<file path="src/rtl/rr_sel_arb4.sv">
// rr_sel_arb4: 4-requester round-robin arbiter feeding a 2-to-4 decoder via {sel, sel_en}.
// Optional forced release after MAX_HOLD grant cycles: define RR_ARB_TIMEOUT_EN.
module rr_sel_arb4 #(
  parameter int MAX_HOLD = 8
) (
  input  logic       clk,
  input  logic       rst_n,
  input  logic [3:0] req,
  input  logic       done,
  output logic [1:0] sel,
  output logic       sel_en,
  output logic       timeout
);

  // state   | meaning
  // IDLE    | no owner; any request is granted on the next edge
  // GRANT   | sel locked to the owner until done (or hold limit)
  // RELEASE | one-cycle bubble with sel_en=0; arbitrates with the updated pointer
  typedef enum logic [1:0] {
    IDLE    = 2'd0,
    GRANT   = 2'd1,
    RELEASE = 2'd2
  } state_t;

  if (MAX_HOLD < 2 || MAX_HOLD > 255) begin : g_bad_max_hold
    $error("rr_sel_arb4: MAX_HOLD must be in 2..255");
  end

  state_t     state_q, state_d;
  logic [1:0] last_q, last_d;
  logic [1:0] sel_d;
  logic       sel_en_d;
  logic [1:0] winner;

  // First requester after the last owner, wrapping around.
  function automatic logic [1:0] rr_pick(input logic [3:0] r, input logic [1:0] ptr);
    logic [1:0] idx;
    logic       found;
    rr_pick = 2'd0;
    found   = 1'b0;
    for (int k = 1; k <= 4; k++) begin
      idx = ptr + 2'(k);
      if (!found && r[idx]) begin
        found   = 1'b1;
        rr_pick = idx;
      end
    end
  endfunction

  assign winner = rr_pick(req, last_q);

`ifdef RR_ARB_TIMEOUT_EN
  localparam logic [7:0] HOLD_LAST = 8'(MAX_HOLD - 1);

  logic [7:0] hold_q, hold_d;
  logic       timeout_q, timeout_d;

  assign timeout = timeout_q;
`else
  assign timeout = 1'b0;
`endif

  always_comb begin
    state_d  = state_q;
    sel_d    = sel;
    sel_en_d = 1'b0;
    last_d   = last_q;
`ifdef RR_ARB_TIMEOUT_EN
    hold_d    = hold_q;
    timeout_d = 1'b0;
`endif
    case (state_q)
      IDLE, RELEASE: begin
        if (|req) begin
          state_d  = GRANT;
          sel_d    = winner;
          sel_en_d = 1'b1;
`ifdef RR_ARB_TIMEOUT_EN
          hold_d   = 8'd0;
`endif
        end else begin
          state_d = IDLE;
        end
      end
      GRANT: begin
        sel_en_d = 1'b1;
        if (done) begin
          state_d  = RELEASE;
          sel_en_d = 1'b0;
          last_d   = sel;
`ifdef RR_ARB_TIMEOUT_EN
        end else if (hold_q == HOLD_LAST) begin
          state_d   = RELEASE;
          sel_en_d  = 1'b0;
          last_d    = sel;
          timeout_d = 1'b1;
        end else begin
          hold_d = hold_q + 8'd1;
`endif
        end
      end
      default: state_d = IDLE;
    endcase
  end

  always_ff @(posedge clk) begin
    if (!rst_n) begin
      state_q <= IDLE;
      sel     <= 2'd0;
      sel_en  <= 1'b0;
      last_q  <= 2'd3;
`ifdef RR_ARB_TIMEOUT_EN
      hold_q    <= 8'd0;
      timeout_q <= 1'b0;
`endif
    end else begin
      state_q <= state_d;
      sel     <= sel_d;
      sel_en  <= sel_en_d;
      last_q  <= last_d;
`ifdef RR_ARB_TIMEOUT_EN
      hold_q    <= hold_d;
      timeout_q <= timeout_d;
`endif
    end
  end

endmodule

</file>
<file path="config.mk">
export PLATFORM = sky130hd
export DESIGN_NAME = rr_sel_arb4
export DESIGN_NICKNAME = d
export VERILOG_FILES = /design/src/rtl/rr_sel_arb4.sv
export SDC_FILE = /design/constraint.sdc
export NUM_CORES = 1
export LEC_CHECK = 0
export ABC_AREA = 1
export CAP_MARGIN = 10
export CORE_AREA = 8 8 45 47
export CTS_CLUSTER_DIAMETER = 120
export CTS_CLUSTER_SIZE = 24
export DETAILED_ROUTE_END_ITERATION = 10
export DIE_AREA = 0 0 53 55
export MAX_ROUTING_LAYER = met4
export PLACE_DENSITY_LB_ADDON = 0.05
export SKIP_CTS_REPAIR_TIMING = 1
export SLEW_MARGIN = 10
export SYNTH_ARGS = -nofsm -noshare
export SYNTH_HDL_FRONTEND = slang
export SYNTH_SLANG_ARGS = --single-unit
</file>
<file path="constraint.sdc">
create_clock -name clk -period 3 [get_ports clk]
set_input_delay 0.3 -clock clk [delete_from_list [all_inputs] [get_ports clk]]
set_output_delay 0.3 -clock clk [all_outputs]
set_load 0.005 [all_outputs]
</file>
==> flow_summary.toml <==
[run_status]
run_status = "completed"

[clock_network]
max-clock-path-buffers = 2
clkTransAtPathRegs_ns = 0.05
tritoncts_clock_tree = "yes"
tritoncts.num_buffers = 3
clock_tree_root_driver_cell = "sky130_fd_sc_hd__clkbuf_4"
clkLatencyLatePin_ns = 0.25
cts.htree.levels = 1
tritoncts_num_sinks = 7

[finish]
num_antenna_cells = 0
mostFrequentLayoutCell = "sky130_fd_sc_hd__nand2_1"
post-route-cell-area_um2 = 669
fillCellCount = 158
design.final.nets = 98
layout_common_cells = "sky130_fd_sc_hd__nand2_1 (15), sky130_fd_sc_hd__clkdlybuf4s50_1 (9), sky130_fd_sc_hd__inv_1 (8), sky130_fd_sc_hd__nor2_1 (8)"
finalCoreUtilization_pct = 48.4
flow.area_growth_from_synthesis_pct = 21.3
drive_gt1_share_pct = 23.3

[floorplanning]
die_w_um = 53
start_util_pct = 39.9
fp-row-count = 14
die-area_um2 = 2920
core-area_um2 = 1380
die_height_um = 55
ios = 11

[route]
dr_total_vias = 495
dr.pass1.iters = 4
wl_mm = 1.15
routed_wire_length_per_instance_um = 10.8
final_antenna_net_count = 0
post_detailed_route_via_to_cell_ratio = 4.67
dr.first_iter.drc_count = 8
detail_route.drc_violations = 0

[sta]
slew_violations = 0
totalNegativeSetupSlack_ns = 0
finalHoldViolations = 0
rsz0062_at_grt = "false"
timing.final.crit_share_pct = 49.4
finalClockSkew_ns = 0.00179
maximum_clock_frequency_ghz = 0.675
final_period_demand_of_the_worst_path_ns = 1.48
timing.final.setup_violations = 0

[worst_setup_path]
crit_buf_inv = 0
worst_ep_arrival_time_ns = 1.62
timing.critical_path.to_type = "flip-flop"
crit_family = "simple AND/OR/NAND/NOR gates"
crit_path_max_fanout = 9
critPathLaunchType = "flip-flop"
reg2reg_slack_ns = 1.52
worst_path_largest_cell_delay_ns = 0.60
criticalPathCategory = "flip-flop to flip-flop"
cp_common_cell = "sky130_fd_sc_hd__nand2_1"
timing.critical_path.required_ns = 3.14
crit_chain = "nand2_1 -> nand2_2 -> nand2_1 -> and2_4 -> nand3_1 -> nand2_1 -> nor2_1 -> nor2_1"
timing.critical_path.slowest_stage_cell = "sky130_fd_sc_hd__dfxtp_1"

[global_routing]
grt_start_max_net_pins = 10
grt_antenna_before_repair = 0
first_global_vias = 490
grt_remaining_overflow = 0
global_route_wire_length_before_repair_mm = 2.00
groute.usage.overall_pct = 9.52

[synthesis]
ys_warn_count = 0
syn_inst = 79
post_synth_main_area_contributors = "sky130_fd_sc_hd__dfxtp_1 (25%), sky130_fd_sc_hd__nand2_4 (14%), sky130_fd_sc_hd__nand2_1 (10%), sky130_fd_sc_hd__nand2_2 (7.9%), sky130_fd_sc_hd__nand3_1 (6.3%)"
avgSynthCellArea_um2 = 6.98
synthDominantCellAreaShare_pct = 25.4
synth_fp_nets = 86
synth.ff_latch_count = 7
synthesis.area_um2 = 552
synth_top_cell_by_area = "sky130_fd_sc_hd__dfxtp_1"
ys_seq_area_share_pct = 25.4
post_synth_num_cell_types = 23

[run]
drv_cap = 0

[power_and_ir_drop]
peakVddDrop_uv = 212
p_int_uw = 202
p_leak_uw = 0.000323
share_clk_of_total_power_pct = 27.9
total_switching_power_uw = 103
power.switching_fraction_pct = 33.9
power.share.sequential_pct = 36.6
p_comb_share_pct = 35.5
power_density_nw_per_um2 = 456

[place]
numPortBuffers = 9
finalWeightedCongestion = 0.764
hpwl_um = 938
place_area_um2 = 643

[worst_hold_path]
worstHoldPathType = "flip-flop to flip-flop"
Yosys cell counts:
cell / instances
sky130_fd_sc_hd__inv_1: 8
sky130_fd_sc_hd__nand2_1: 15
sky130_fd_sc_hd__nor2_1: 8
sky130_fd_sc_hd__nor4_1: 1
sky130_fd_sc_hd__o211ai_1: 2
sky130_fd_sc_hd__dfxtp_1: 7
sky130_fd_sc_hd__o21a_1: 1
sky130_fd_sc_hd__nor2_4: 1
sky130_fd_sc_hd__buf_4: 1
sky130_fd_sc_hd__a41oi_1: 1
sky130_fd_sc_hd__o21ai_1: 1
sky130_fd_sc_hd__nand2_2: 7
sky130_fd_sc_hd__nor3_1: 1
sky130_fd_sc_hd__and2_4: 1
sky130_fd_sc_hd__inv_2: 1
sky130_fd_sc_hd__inv_8: 1
sky130_fd_sc_hd__a21oi_1: 1
sky130_fd_sc_hd__buf_6: 1
sky130_fd_sc_hd__conb_1: 1
sky130_fd_sc_hd__o21ai_0: 3
sky130_fd_sc_hd__nand4_1: 2
sky130_fd_sc_hd__nand3_1: 7
sky130_fd_sc_hd__nand2_4: 7
power by group through the flow:
stage / Combinational [uW] / Clock (uW) / Sequential, uW
finish: 108 / 85.3 / 112
global route: 120 / 92.8 / 114
CTS: 110 / 89.2 / 112
detailed placement: 109 / 0 / 114
global placement: 109 / 0 / 114
floorplan: 83.6 / 0 / 110
sequential cells by signal (all words and copies together) (netlist names):
| name | cells |
|---|---|
| last_q | 2 |
| sel | 2 |
| state_q | 2 |
| sel_en | 1 |
metal layers:
layer	vias to the layer above	global-route usage, %	wire length (um)
met5	-	-	0
met4	0	6.47	10
met3	2	2.94	44
met2	8	14.5	516
met1	214	10.5	577
li1	271	-	-
worst reg2reg max path, delay by kind of cell (launching register included):
family	cells	cell delay (ns)
and+or+nand+nor	8	0.78
DFF	1	0.60
metrics by stage:
stage | power [uW] | setup slack [ns] | hold slack [ns] | cells
CTS | 311 | 1.49 | 0.448 | 106
global placement | 223 | 1.31 | 0.439 | 102
finish | 305 | 1.52 | 0.448 | 106
detailed placement | 223 | 1.32 | 0.441 | 102
floorplan | 193 | 1.80 | 0.399 | 79
global route | 327 | 1.36 | 0.475 | 106
path summary, 6_finish.rpt:
check             cells past startpoint         end       start
setup / recovery                      8      sel[1]   last_q[0]
hold / removal                        1  state_q[1]  state_q[1]
setup reg to reg                      8      sel[1]   last_q[0]
hold reg to reg                       1  state_q[1]  state_q[1]
kinds of logic after synthesis:
family                 after synthesis  synth area share, %
DFF                                  7                 25.4
and+or+nand+nor                     50                 52.2
AOI/OAI and AO/OA                    9                 10.2
other                                1                0.680
buffers and inverters               12                 11.6
area by class of cell:
class	count	area, um^2	share of cell area, %
multi-input cells	60	348	52.0
flip-flops and latches	7	140	20.9
repair buffers	9	90.1	13.5
inverters	10	45.0	6.73
clock buffers	4	26.3	3.93
well taps	16	20.0	2.99
No activity file was read; power rests on OpenSTA's default activity.
